`src/rtl/unary_matmul_sequencer_pkg.sv`:
```
// Shared types and sizing helpers for the unary-binary matmul sequencer.
// Window length is 2^SIZE + 2 cycles; one window per skew step.
package unary_mm_pkg;

    typedef enum logic [1:0] {
        IDLE = 2'd0,
        RUN  = 2'd1,
        DONE = 2'd2
    } state_t;

    function automatic int win_len(input int size);
        return (1 << size) + 2;
    endfunction

    function automatic int num_steps(input int a_row, input int a_col, input int b_col);
        return a_row + a_col + b_col;
    endfunction

    function automatic int step_width(input int steps);
        return $clog2(steps + 1);
    endfunction

    function automatic int row_width(input int rows);
        return $clog2(rows + 1);
    endfunction

endpackage

```
`src/rtl/unary_matmul_sequencer_if.sv`:
```
// Host-side job handshake: start request, abort, completion handshake and busy flag.
interface unary_matmul_sequencer_if;
    logic start_valid;
    logic start_ready;
    logic abort;
    logic busy;
    logic done_valid;
    logic done_ready;

    modport master (
        output start_valid, abort, done_ready,
        input  start_ready, busy, done_valid
    );

    modport slave (
        input  start_valid, abort, done_ready,
        output start_ready, busy, done_valid
    );
endinterface

```
`src/rtl/unary_matmul_sequencer_window_counter.sv`:
```
// Unary window counter: counts 0..W-1 while enabled and flags the last cycle of each window.
module unary_window_counter
    import unary_mm_pkg::*;
#(
    parameter int SIZE = 4
) (
    input  logic          clk,
    input  logic          reset_n,
    input  logic          clear,
    input  logic          en,
    output logic [SIZE:0] win_cnt,
    output logic          wrap
);
    localparam int W = win_len(SIZE);
    localparam logic [SIZE:0] LAST = (SIZE + 1)'(W - 1);
    localparam logic [SIZE:0] ONE  = (SIZE + 1)'(1);

    logic [SIZE:0] cnt_reg;
    logic [SIZE:0] cnt_next;

    assign wrap    = en && (cnt_reg == LAST);
    assign win_cnt = cnt_reg;

    always_comb begin
        cnt_next = cnt_reg;
        if (clear || wrap) begin
            cnt_next = '0;
        end else if (en) begin
            cnt_next = cnt_reg + ONE;
        end
    end

    always_ff @(posedge clk or negedge reset_n) begin
        if (!reset_n) begin
            cnt_reg <= '0;
        end else begin
            cnt_reg <= cnt_next;
        end
    end
endmodule

```
`src/rtl/unary_matmul_sequencer.sv`:
```
// Job sequencer for the systolic unary matmul array: window counting, skewed A-row
// selects, C capture strobes and the start/done handshake. Carries no operand data.
module unary_matmul_sequencer
    import unary_mm_pkg::*;
#(
    parameter int SIZE  = 4,
    parameter int A_ROW = 2,
    parameter int A_COL = 2,
    parameter int B_COL = 2,
    localparam int NUM_STEPS = num_steps(A_ROW, A_COL, B_COL),
    localparam int STEP_W    = step_width(NUM_STEPS),
    localparam int ROW_W     = row_width(A_ROW)
) (
    input  logic                              clk,
    input  logic                              reset_n,
    unary_matmul_sequencer_if.slave           host,
    output logic                              acc_clear,
    output logic [SIZE:0]                     win_cnt,
    output logic                              win_first,
    output logic [STEP_W-1:0]                 step,
    output logic [A_COL-1:0]                  a_en,
    output logic [A_COL-1:0][ROW_W-1:0]       a_row,
    output logic [A_ROW*B_COL-1:0]            cap_mask
);
    localparam logic [STEP_W-1:0] LAST_STEP = STEP_W'(NUM_STEPS - 1);
    localparam logic [STEP_W-1:0] STEP_ONE  = STEP_W'(1);
    localparam logic [STEP_W-1:0] ROWS      = STEP_W'(A_ROW);

    state_t            state_reg, state_next;
    logic [STEP_W-1:0] step_reg, step_next;
    logic              run;
    logic              wrap;
    logic              cnt_clear;

    assign run       = (state_reg == RUN);
    assign cnt_clear = !run || host.abort;

    unary_window_counter #(.SIZE(SIZE)) u_window (
        .clk     (clk),
        .reset_n (reset_n),
        .clear   (cnt_clear),
        .en      (run),
        .win_cnt (win_cnt),
        .wrap    (wrap)
    );

    always_ff @(posedge clk or negedge reset_n) begin
        if (!reset_n) begin
            state_reg <= IDLE;
            step_reg  <= '0;
        end else begin
            state_reg <= state_next;
            step_reg  <= step_next;
        end
    end

    // abort outranks both the last-window exit and the done handshake
    always_comb begin
        state_next = state_reg;
        step_next  = step_reg;
        acc_clear  = 1'b0;
        case (state_reg)
            IDLE: begin
                if (host.start_valid) begin
                    state_next = RUN;
                    step_next  = '0;
                    acc_clear  = 1'b1;
                end
            end
            RUN: begin
                if (host.abort) begin
                    state_next = IDLE;
                    step_next  = '0;
                end else if (wrap) begin
                    if (step_reg == LAST_STEP) begin
                        state_next = DONE;
                        step_next  = '0;
                    end else begin
                        step_next = step_reg + STEP_ONE;
                    end
                end
            end
            DONE: begin
                if (host.abort || host.done_ready) begin
                    state_next = IDLE;
                end
            end
            default: begin
                state_next = IDLE;
                step_next  = '0;
            end
        endcase
    end

    assign host.start_ready = (state_reg == IDLE);
    assign host.busy        = run;
    assign host.done_valid  = (state_reg == DONE);
    assign win_first        = run && (win_cnt == '0);
    assign step             = step_reg;

    genvar gi, gj;

    // Column j is fed A rows with a j-window skew; subtract only once step>=j
    for (gi = 0; gi < A_COL; gi++) begin : g_skew
        localparam logic [STEP_W-1:0] COL = STEP_W'(gi);
        logic [STEP_W-1:0] diff;
        logic              en_bit;
        logic [ROW_W-1:0]  row_val;

        always_comb begin
            diff    = '0;
            en_bit  = 1'b0;
            row_val = '0;
            if (run && (step_reg >= COL)) begin
                diff = step_reg - COL;
                if (diff < ROWS) begin
                    en_bit  = 1'b1;
                    row_val = ROW_W'(diff);
                end
            end
        end

        assign a_en[gi]  = en_bit;
        assign a_row[gi] = row_val;
    end

    // C[m][n] has drained out of the array once the skewed wavefront passes it
    for (gi = 0; gi < A_ROW; gi++) begin : g_cap_row
        for (gj = 0; gj < B_COL; gj++) begin : g_cap_col
            assign cap_mask[gi*B_COL+gj] = win_first && (step_reg == STEP_W'(gi + gj + A_COL + 1));
        end
    end
endmodule
```
`src/flat_wrapper.sv`:
```
// flat-port wrapper written by rule: the top's interface ports become plain ports
module unary_matmul_sequencer_flat import unary_mm_pkg::*;
#(
    parameter int SIZE  = 4,
    parameter int A_ROW = 2,
    parameter int A_COL = 2,
    parameter int B_COL = 2,
    localparam int NUM_STEPS = num_steps(A_ROW, A_COL, B_COL),
    localparam int STEP_W    = step_width(NUM_STEPS),
    localparam int ROW_W     = row_width(A_ROW)
)
  (clk, reset_n, acc_clear, win_cnt, win_first, step, a_en, a_row, cap_mask, host_start_valid, host_abort, host_done_ready, host_start_ready, host_busy, host_done_valid);
  unary_matmul_sequencer_if host_i ();
  input  logic clk;
  input  logic reset_n;
  output logic acc_clear;
  output logic [SIZE:0] win_cnt;
  output logic win_first;
  output logic [STEP_W-1:0] step;
  output logic [A_COL-1:0] a_en;
  output logic [A_COL-1:0][ROW_W-1:0] a_row;
  output logic [A_ROW*B_COL-1:0] cap_mask;
  input wire logic [$bits(host_i.start_valid)-1:0] host_start_valid;
  input wire logic [$bits(host_i.abort)-1:0] host_abort;
  input wire logic [$bits(host_i.done_ready)-1:0] host_done_ready;
  output wire logic [$bits(host_i.start_ready)-1:0] host_start_ready;
  output wire logic [$bits(host_i.busy)-1:0] host_busy;
  output wire logic [$bits(host_i.done_valid)-1:0] host_done_valid;
  assign host_i.start_valid = host_start_valid;
  assign host_i.abort = host_abort;
  assign host_i.done_ready = host_done_ready;
  assign host_start_ready = host_i.start_ready;
  assign host_busy = host_i.busy;
  assign host_done_valid = host_i.done_valid;
  unary_matmul_sequencer #(.SIZE(SIZE), .A_ROW(A_ROW), .A_COL(A_COL), .B_COL(B_COL)) u_core (.clk(clk), .reset_n(reset_n), .host(host_i), .acc_clear(acc_clear), .win_cnt(win_cnt), .win_first(win_first), .step(step), .a_en(a_en), .a_row(a_row), .cap_mask(cap_mask));
endmodule
```
`config.mk`:
```
export PLATFORM = sky130hd
export DESIGN_NAME = unary_matmul_sequencer_flat
export DESIGN_NICKNAME = d
export VERILOG_FILES = /design/src/rtl/unary_matmul_sequencer_pkg.sv /design/src/rtl/unary_matmul_sequencer_if.sv /design/src/rtl/unary_matmul_sequencer_window_counter.sv /design/src/rtl/unary_matmul_sequencer.sv /design/src/flat_wrapper.sv
export SDC_FILE = /design/constraint.sdc
export NUM_CORES = 1
export LEC_CHECK = 0
export CAP_MARGIN = 10
export CORE_ASPECT_RATIO = 0.8
export CORE_MARGIN = 2
export CORE_UTILIZATION = 43
export DETAILED_ROUTE_END_ITERATION = 7
export GPL_TIMING_DRIVEN = 0
export PLACE_DENSITY = 0.75
export SLEW_MARGIN = 10
export SYNTH_ARGS = -nofsm -noshare
export SYNTH_HDL_FRONTEND = slang
export SYNTH_SLANG_ARGS = --single-unit
```
`constraint.sdc`:
```
create_clock -name clk -period 1.9 [get_ports clk]
set_input_delay 0.19 -clock clk [delete_from_list [all_inputs] [get_ports clk]]
set_output_delay 0.19 -clock clk [all_outputs]
set_load 0.005 [all_outputs]
```
==> results of run 1 <==
[per-stage QoR]
stage	std cells	utilization (%)	power, uW
4_1_cts	140	71.7	578
5_1_grt	143	73.3	610
6_report	143	73.3	578
2_1_floorplan	83	-	293
3_3_place_gp	130	63.4	355
3_5_place_dp	130	63.4	358
[area by class of cell]
type / instances / area [um^2] / share of cell area, %
multi-input cells: 60 / 523 / 43.0
repair buffers: 36 / 317 / 26.0
flip-flops and latches: 10 / 256 / 21.1
clock buffers: 4 / 36.3 / 2.98
plain buffers: 4 / 30.0 / 2.47
well taps: 22 / 27.5 / 2.26
inverters: 7 / 26.3 / 2.16
[metal layers]
layer	share of wire, %	up-vias	track usage (%)
met5	0	-	0
met4	1.2	0	4.74
met3	8.9	4	6.83
met2	48	45	31.4
met1	42	357	28.9
li1	-	354	-
[logic make-up (layout without fill, tap and decap cells)]
family | after synthesis | in the layout
and+or+nand+nor | 31 | 31
AOI/OAI and AO/OA | 13 | 13
buffers and inverters | 13 | 51
DFF | 10 | 10
adders and majority gates | 9 | 9
xor gates and xnor gates | 3 | 3
muxes | 2 | 2
other | 1 | 2
[cell usage after synthesis]
master / count
o21ai_1: 1
o2bb2ai_1: 1
clkbuf_1: 1
and4bb_1: 1
nand3_1: 2
ha_1: 9
nor2b_1: 1
and2_1: 3
o21a_1: 1
nand4bb_1: 1
xor2_1: 2
nor3b_1: 1
buf_4: 5
nor2_1: 6
nor3_1: 2
o32ai_1: 1
nor3b_2: 1
conb_1: 1
inv_1: 6
a311o_1: 1
a41oi_1: 1
o21ai_0: 2
o31ai_1: 1
a22oi_1: 1
nor4_1: 1
mux2i_1: 2
a211oi_1: 1
nand2_1: 5
a21oi_2: 1
nand2b_1: 3
dfrtp_1: 10
and3_1: 3
inv_2: 1
a21oi_1: 1
xnor2_1: 1
nor4_4: 1
[power groups by stage]
stage,Clock [uW],Sequential (uW),Combinational (uW)
after floorplan,0,231,61.7
after global placement,0,233,122
after detailed placement,0,234,125
after CTS,195,229,154
after global routing,205,230,175
final,191,229,158
[layout by cell type, fill, tap and decap left out, types with 2 or more instances in the layout]
master	synthesis	final
clkdlybuf4s50_1	0	17
buf_4	5	14
ha_1	9	6
nand2_1	5	5
nor2_1	6	5
dfrtp_1	10	5
dfrtp_2	0	5
inv_2	1	4
inv_1	6	3
and2_1	3	3
clkbuf_4	0	3
clkbuf_2	0	3
nand2b_4	0	2
o21ai_0	2	2
and3_1	3	2
nand3_1	2	2
xor2_1	2	2
mux2i_1	2	2
ha_4	0	2
conb_1	1	2
dlygate4sd2_1	0	2
[worst max-delay path by stage]
stage	slack (ns)	start	end
2_1_floorplan	0.44	u_core.state_reg[1]$_DFFE_PN0P_	cap_mask[2]
3_3_place_gp	-0.14	u_core.step[1]$_DFFE_PN0P_	a_row[2]
3_5_place_dp	-0.18	u_core.step[1]$_DFFE_PN0P_	a_row[2]
4_1_cts	0.01	u_core.u_window.win_cnt[1]$_DFFE_PN0P_	cap_mask[3]
5_1_grt	-0.02	u_core.step[0]$_DFFE_PN0P_	a_row[2]
6_report	0.05	u_core.step[0]$_DFFE_PN0P_	a_row[2]
[timing repair]
action / in CTS / in global routing
resized for setup: 27 / 13
pin swaps: 7 / 4
buffers inserted: 8 / 3
endpoints found under the setup margin: 9 / 8
==> flow_metrics.env, run 1 <==
export IMPL_synth_fa_ha_area_share_pct=14.6
export IMPL_setup_viol=0
export IMPL_die_x_um=51.3
export IMPL_grt_pass1_wl_um=3350
export IMPL_switching_share_pct=26.6
export IMPL_die_h_um=41.9
export IMPL_antenna_found_initial=0
export IMPL_overflow=0
export IMPL_cts_sinks=10
export IMPL_drc=0
export IMPL_synthesis_instances=82
export IMPL_drv_cap=0
export IMPL_hold_buffers=0
export IMPL_cts_buffer_depth=2
export IMPL_grt_pass1_vias=706
export IMPL_htreeDepth=1
export IMPL_largest_reg_flops=5
export IMPL_numCtsBuffers=3
export IMPL_io_pins=28
export IMPL_synth_top_family_by_area="simple AND/OR/NAND/NOR gates"
export IMPL_synth_compound_gate_area_share_pct=12.3
export IMPL_r2r_cells=5
export IMPL_max_freq_mhz=540
export IMPL_hpwl_um=1390
export IMPL_worst_r2r_setup_slack_ns=0.29
export IMPL_yosysUniqueCellTypes=36
export IMPL_crit_buf_inv=2
export IMPL_cp_max_fo=4
export IMPL_critPathCaptureType="output pin"
export IMPL_cp_start_kind="register"
export IMPL_rr_endpoint="u_core.state_reg[0]$_DFFE_PN0P_"
export IMPL_synth_seq_cells=10
export IMPL_p_leak_uw=0.000545
export IMPL_path_cells="inv_1, ha_2, nor2_2, o21ai_0, a211oi_1, clkdlybuf4s15_1"
export IMPL_grt_usage_pct=20.8
export IMPL_hold_violations=0
export IMPL_synth_area_leaders="dfrtp_1 32%, ha_1 15%, buf_4 4.9%"
export IMPL_synth_top_area_cell="dfrtp_1"
export IMPL_syn_to_final_growth_pct=57.8
export IMPL_outcome="completed"
export IMPL_p_seq_share_pct=39.7
export IMPL_skew_ns=0.00839
export IMPL_dp_slack_ns=-0.180
export IMPL_fin_crit_ns=1.85
export IMPL_start_util_pct=46.5
export IMPL_seq_area_frac_synth_pct=32.5
export IMPL_place_gp_congestion=0.810
export IMPL_drt_pass1_iter_count=4
export IMPL_clkTransAtPathRegs_ns=0.07
export IMPL_ir_worst_vdd_mv=0.642
export IMPL_drv_slew=0
export IMPL_path_class="reg2out"
export IMPL_n_antenna_cell=0
export IMPL_io_buffers=25
export IMPL_rsz0062_at_grt="true"
export IMPL_nNetsFinal=136
export IMPL_design_area_mm2=0.00122
export IMPL_cts_tree="yes"
export IMPL_drt_initial_drc_count=24
export IMPL_p_int_uw=424
export IMPL_cp_slowest_cell="dfrtp_2"
export IMPL_rows=13
export IMPL_cts_root_buf="clkbuf_4"
export IMPL_wire_per_inst_um=14.8
export IMPL_timing_final_crit_share_pct=97.5
export IMPL_hold_path_class="in2async"
export IMPL_p_switching_uw=154
export IMPL_avgSynthCellArea_um2=9.40
export IMPL_required_ns=1.71
export IMPL_hold_worst_slack_ns=0.238
export IMPL_synth_top_area_share_pct=32.5
export IMPL_slowest_delay_ns=0.38
export IMPL_crit_family="flip-flops"
export IMPL_setup_slack_ns=0.0469
export IMPL_synth_simple_area_share_pct=25.3
export IMPL_synth_area_um2=771
export IMPL_p_clk_share_pct=33.1
export IMPL_clock_latency_ns=0.27
export IMPL_worstPathArrival_ns=1.66
export IMPL_die_area_mm2=0.00215
export IMPL_post_dp_cell_area_mm2=0.00105
export IMPL_ys_warn_count=0
export IMPL_drive_above_1_share_pct=37.2
export IMPL_wl_um=2120
export IMPL_reg2reg_from="u_core.u_window.win_cnt[0]$_DFFE_PN0P_"
export IMPL_p_comb_share_pct=27.3
export IMPL_vias=760
export IMPL_core_area_mm2=0.00166
export IMPL_synth_xor_area_share_pct=3.41
export IMPL_setup_tns_ns=0
export IMPL_viasPerCell=5.31
export IMPL_path_depth=6
export IMPL_grt_max_degree=13
export IMPL_synthMuxAreaShare_pct=2.60
export IMPL_antenna_left=0
export IMPL_nFillCells=138
export IMPL_powerDensity_mw_per_mm2=475
Power figures use the tool's default switching activity.
==> run 2, diff against run 1 <==
--- a/config.mk
+++ b/config.mk
@@ -9,6 +9,7 @@
 export CORE_ASPECT_RATIO = 0.8
 export CORE_MARGIN = 2
 export CORE_UTILIZATION = 43
+export CTS_BUF_LIST = sky130_fd_sc_hd__clkbuf_16
 export DETAILED_ROUTE_END_ITERATION = 7
 export GPL_TIMING_DRIVEN = 0
 export PLACE_DENSITY = 0.75
==> flow_metrics.env, run 2 (same netlist as run 1, synthesis figures left out) <==
export IMPL_outcome="completed"
export IMPL_numCtsBuffers=3
export IMPL_core_area_mm2=0.00166
export IMPL_cts_buffer_depth=2
export IMPL_rsz0062_at_grt="false"
export IMPL_largest_reg_flops=5
export IMPL_clock_latency_ns=0.24
export IMPL_required_ns=1.71
export IMPL_grt_pass1_vias=697
export IMPL_drive_above_1_share_pct=30.8
export IMPL_drc=0
export IMPL_die_x_um=51.3
export IMPL_setup_slack_ns=0.0707
export IMPL_grt_usage_pct=22.1
export IMPL_cts_tree="yes"
export IMPL_vias=733
export IMPL_worstPathArrival_ns=1.64
export IMPL_io_buffers=25
export IMPL_path_class="reg2out"
export IMPL_critPathCaptureType="output pin"
export IMPL_regArea_um2=256
export IMPL_overflow=0
export IMPL_syn_to_final_growth_pct=60.6
export IMPL_io_pins=28
export IMPL_htreeDepth=1
export IMPL_antenna_left=0
export IMPL_powerDensity_mw_per_mm2=608
export IMPL_start_util_pct=46.5
export IMPL_cp_start_kind="register"
export IMPL_cts_sinks=10
export IMPL_final_common_cell="clkdlybuf4s50_1"
export IMPL_cp_max_fo=4
export IMPL_die_area_mm2=0.00215
export IMPL_slowest_delay_ns=0.37
export IMPL_hold_path_class="in2async"
export IMPL_drv_slew=0
export IMPL_grt_max_degree=11
export IMPL_cts_root_buf="clkbuf_16"
export IMPL_hold_worst_slack_ns=0.283
export IMPL_nNetsFinal=132
export IMPL_p_leak_uw=0.000539
export IMPL_setup_tns_ns=0
export IMPL_drv_cap=0
export IMPL_setup_viol=0
export IMPL_crit_family="flip-flops"
export IMPL_cp_slowest_cell="dfrtp_2"
export IMPL_wire_per_inst_um=15.1
export IMPL_wl_um=2100
export IMPL_max_freq_mhz=547
export IMPL_viasPerCell=5.27
export IMPL_crit_buf_inv=2
export IMPL_drt_pass1_iter_count=4
export IMPL_hold_violations=0
export IMPL_timing_final_crit_share_pct=96.3
export IMPL_die_h_um=41.9
export IMPL_ir_worst_vdd_mv=0.901
export IMPL_nFillCells=133
export IMPL_rows=13
export IMPL_path_cells="inv_1, ha_2, nor2_2, o21ai_0, a211oi_1, clkdlybuf4s15_1"
export IMPL_multi_input_area_um2=518
export IMPL_dp_slack_ns=-0.180
export IMPL_clkTransAtPathRegs_ns=0.04
export IMPL_grt_pass1_wl_um=3360
export IMPL_n_antenna_cell=0
export IMPL_skew_ns=0.00526
export IMPL_mostFrequentLayoutCells="18 x clkdlybuf4s50_1, 10 x buf_4, 6 x ha_1"
export IMPL_hpwl_um=1390
export IMPL_place_gp_congestion=0.810
export IMPL_antenna_found_initial=0
export IMPL_fin_crit_ns=1.83
export IMPL_drt_initial_drc_count=10
-- run 2: cell types whose count changed in the layout (fill, tap and decap cells not counted), moves of 2 or more --
cell / change
clkbuf_16: +3
buf_4: -4
clkbuf_2: -2
clkbuf_4: -3
-- run 2: cell type report --
class	instances	share of cell area, %
Clock inverter	1	0.303
Inverter	7	2.12
Tap cell	22	2.22
Sequential cell	10	20.7
Multi-Input combinational cell	60	41.9
Timing Repair Buffer	31	23.7
Buffer	5	3.03
Clock buffer	3	6.07
-- run 2: final timing paths --
path / from / endpoint / slack [ns] / cells after the start
max: u_core.step[0]$_DFFE_PN0P_ / a_row[2] / 0.07 / 6
min: reset_n / u_core.u_window.win_cnt[4]$_DFFE_PN0P_ / 0.28 / 1
max reg2reg: u_core.u_window.win_cnt[0]$_DFFE_PN0P_ / u_core.state_reg[0]$_DFFE_PN0P_ / 0.29 / 5
min reg2reg: u_core.state_reg[1]$_DFFE_PN0P_ / u_core.state_reg[0]$_DFFE_PN0P_ / 0.50 / 1
max in group asynchronous: reset_n / u_core.state_reg[1]$_DFFE_PN0P_ / 1.26 / 1
min in group clk: u_core.state_reg[1]$_DFFE_PN0P_ / u_core.state_reg[0]$_DFFE_PN0P_ / 0.50 / 1
-- run 2: repair_timing --
action,CTS,global route
pin swaps,5,3
buffers inserted,5,1
gates resized for setup,19,13
hold buffers,0,0
endpoints found under the setup margin,9,7
-- run 2: metal layers --
layer	GRT usage, %	wire (um)	vias to the layer above
li1	-	-	347
met1	29.3	966	350
met2	30.6	952	30
met3	7.91	135	6
met4	12.6	49	0
met5	0	0	-
-- run 2: stage by stage --
step	instances	power, uW	area [um^2]	utilization [%]
detailed placement	130	358	1050	63.4
finish	139	752	1240	74.6
floorplan	83	293	774	-
CTS	139	747	1210	72.7
global route	139	786	1240	74.6
global placement	130	355	1050	63.4
-- run 2: worst register-to-register path, stage by stage (launching register included) --
cell and delay, ns:
dfrtp_2 0.41, buf_4 0.16, ha_1 0.21, and4bb_1 0.26
a311o_1 0.38, a21oi_2 0.12
-- run 2: power breakdown --
part,internal (uW),switching [uW]
clock,276,96.3
sequential,221,9.28
combinational,83.0,67.0
==> run 3, diff against run 2 <==
--- a/config.mk
+++ b/config.mk
@@ -13,7 +13,6 @@
 export DETAILED_ROUTE_END_ITERATION = 7
 export GPL_TIMING_DRIVEN = 0
 export PLACE_DENSITY = 0.75
-export SLEW_MARGIN = 10
 export SYNTH_ARGS = -nofsm -noshare
 export SYNTH_HDL_FRONTEND = slang
 export SYNTH_SLANG_ARGS = --single-unit
==> constraint.sdc (replaced) <==
create_clock -name clk -period 1.78 [get_ports clk]
set_input_delay 0.178 -clock clk [delete_from_list [all_inputs] [get_ports clk]]
set_output_delay 0.178 -clock clk [all_outputs]
set_load 0.005 [all_outputs]
==> flow_metrics.env, run 3 (same netlist as run 1, synthesis figures left out) <==
export IMPL_outcome="completed"
export IMPL_clock_latency_ns=0.24
export IMPL_htreeDepth=1
export IMPL_overflow=0
export IMPL_crit_family="buffers and inverters"
export IMPL_worstPathArrival_ns=1.54
export IMPL_timing_final_crit_share_pct=96.6
export IMPL_place_gp_congestion=0.810
export IMPL_cp_start_kind="register"
export IMPL_place_inst=130
export IMPL_slowest_delay_ns=0.48
export IMPL_setup_viol=0
export IMPL_numCtsBuffers=3
export IMPL_core_area_mm2=0.00166
export IMPL_die_area_mm2=0.00215
export IMPL_hold_path_class="in2async"
export IMPL_fin_crit_ns=1.72
export IMPL_post_dp_cell_area_mm2=0.00105
export IMPL_cts_buffer_depth=2
export IMPL_largest_reg_flops=5
export IMPL_rows=13
export IMPL_layout_cells_non_filler=141
export IMPL_drv_cap=0
export IMPL_skew_ns=0.00709
export IMPL_wire_per_inst_um=15.5
export IMPL_cts_tree="yes"
export IMPL_setup_tns_ns=0
export IMPL_drive_above_1_share_pct=36.1
export IMPL_wl_um=2180
export IMPL_critPathCaptureType="output pin"
export IMPL_p_leak_uw=0.000535
export IMPL_rsz0062_at_grt="false"
export IMPL_final_common_cell="clkdlybuf4s50_1"
export IMPL_grt_max_degree=13
export IMPL_hpwl_um=1390
export IMPL_required_ns=1.60
export IMPL_syn_to_final_growth_pct=61.0
export IMPL_hold_worst_slack_ns=0.263
export IMPL_drv_slew=0
export IMPL_ir_worst_vdd_mv=0.964
export IMPL_nNetsFinal=134
export IMPL_die_h_um=41.9
export IMPL_n_antenna_cell=0
export IMPL_cp_max_fo=7
export IMPL_cp_slowest_cell="clkdlybuf4s50_1"
export IMPL_hold_violations=0
export IMPL_grt_usage_pct=23.5
export IMPL_grt_pass1_wl_um=3580
export IMPL_start_util_pct=46.5
export IMPL_io_buffers=25
export IMPL_drt_pass1_iter_count=4
export IMPL_power_total_uw=804
export IMPL_antenna_found_initial=0
export IMPL_clkTransAtPathRegs_ns=0.04
export IMPL_powerDensity_mw_per_mm2=647
export IMPL_mostFrequentLayoutCells="17 x clkdlybuf4s50_1, 11 x buf_4, 6 x ha_1, 6 x dfrtp_2"
export IMPL_drc=0
export IMPL_max_freq_mhz=582
export IMPL_design_area_mm2=0.00124
export IMPL_io_pins=28
export IMPL_grt_pass1_vias=751
export IMPL_path_class="reg2out"
export IMPL_vias=738
export IMPL_path_cells="buf_6, nor3_2, buf_4, clkdlybuf4s50_1"
export IMPL_crit_buf_inv=3
export IMPL_cts_sinks=10
export IMPL_cts_root_buf="clkbuf_16"
export IMPL_drt_initial_drc_count=12
export IMPL_antenna_left=0
export IMPL_die_x_um=51.3
export IMPL_viasPerCell=5.23
## run 3: changes by cell type in the layout (fill, tap and decap cells not counted), sizes merged
cell	delta
clkbuf	+2
dlygate4sd2	-1
dlymetal6s2s	-1
buf	+4
clkdlybuf4s50	-1
clkdlybuf4s15	-1
## run 3: through the flow
step | util (%) | setup WS, ns
after floorplan | - | 0.327
after global placement | 63.4 | -0.246
after detailed placement | 63.4 | -0.288
after CTS | 75.3 | 0.00782
after global routing | 74.8 | 0.000429
final | 74.8 | 0.0607
## run 3: final timing paths
path / cells past startpoint / from / slack, ns / end
max in group asynchronous: 1 / reset_n / 1.16 / u_core.state_reg[1]$_DFFE_PN0P_
worst max-delay path: 4 / u_core.step[1]$_DFFE_PN0P_ / 0.06 / a_en[0]
worst min-delay path: 1 / reset_n / 0.26 / u_core.u_window.win_cnt[3]$_DFFE_PN0P_
min in group clk: 2 / u_core.state_reg[1]$_DFFE_PN0P_ / 0.57 / u_core.state_reg[0]$_DFFE_PN0P_
worst max register to register: 5 / u_core.u_window.win_cnt[0]$_DFFE_PN0P_ / 0.17 / u_core.state_reg[0]$_DFFE_PN0P_
worst min register to register: 2 / u_core.state_reg[1]$_DFFE_PN0P_ / 0.57 / u_core.state_reg[0]$_DFFE_PN0P_
## run 3: layout make-up
| type | instances | area [um^2] |
|---|---|---|
| multi-input combinational | 60 | 517 |
| fill | 126 | 418 |
| timing repair buffer | 34 | 304 |
| sequential | 10 | 258 |
| clock buffer | 3 | 75.1 |
| buffer | 4 | 30.0 |
| tap | 22 | 27.5 |
| inverter | 7 | 26.3 |
| clock inverter | 1 | 3.75 |
## run 3: where the power goes
part / leakage, uW / internal, uW / total, uW / switching [uW]
Clock: 0.0000385 / 295 / 401 / 106
Combinational: 0.000369 / 85.3 / 156 / 70.7
Sequential: 0.000128 / 236 / 247 / 10.5
## run 3: what timing repair did
item | in CTS | in global routing
gates resized for setup | 34 | 11
hold buffers | 0 | 0
endpoints found under the hold margin | 0 | 0
setup buffers | 9 | 0
pin swaps | 9 | 7
setup endpoints to repair | 10 | 8
## run 3: per-layer routing
metal,up-vias,GRT usage (%),share of wire [%]
met5,-,0,0
met4,0,12.1,1.9
met3,6,7.91,6.0
met2,28,33.8,45
met1,352,30.9,47
li1,352,-,-
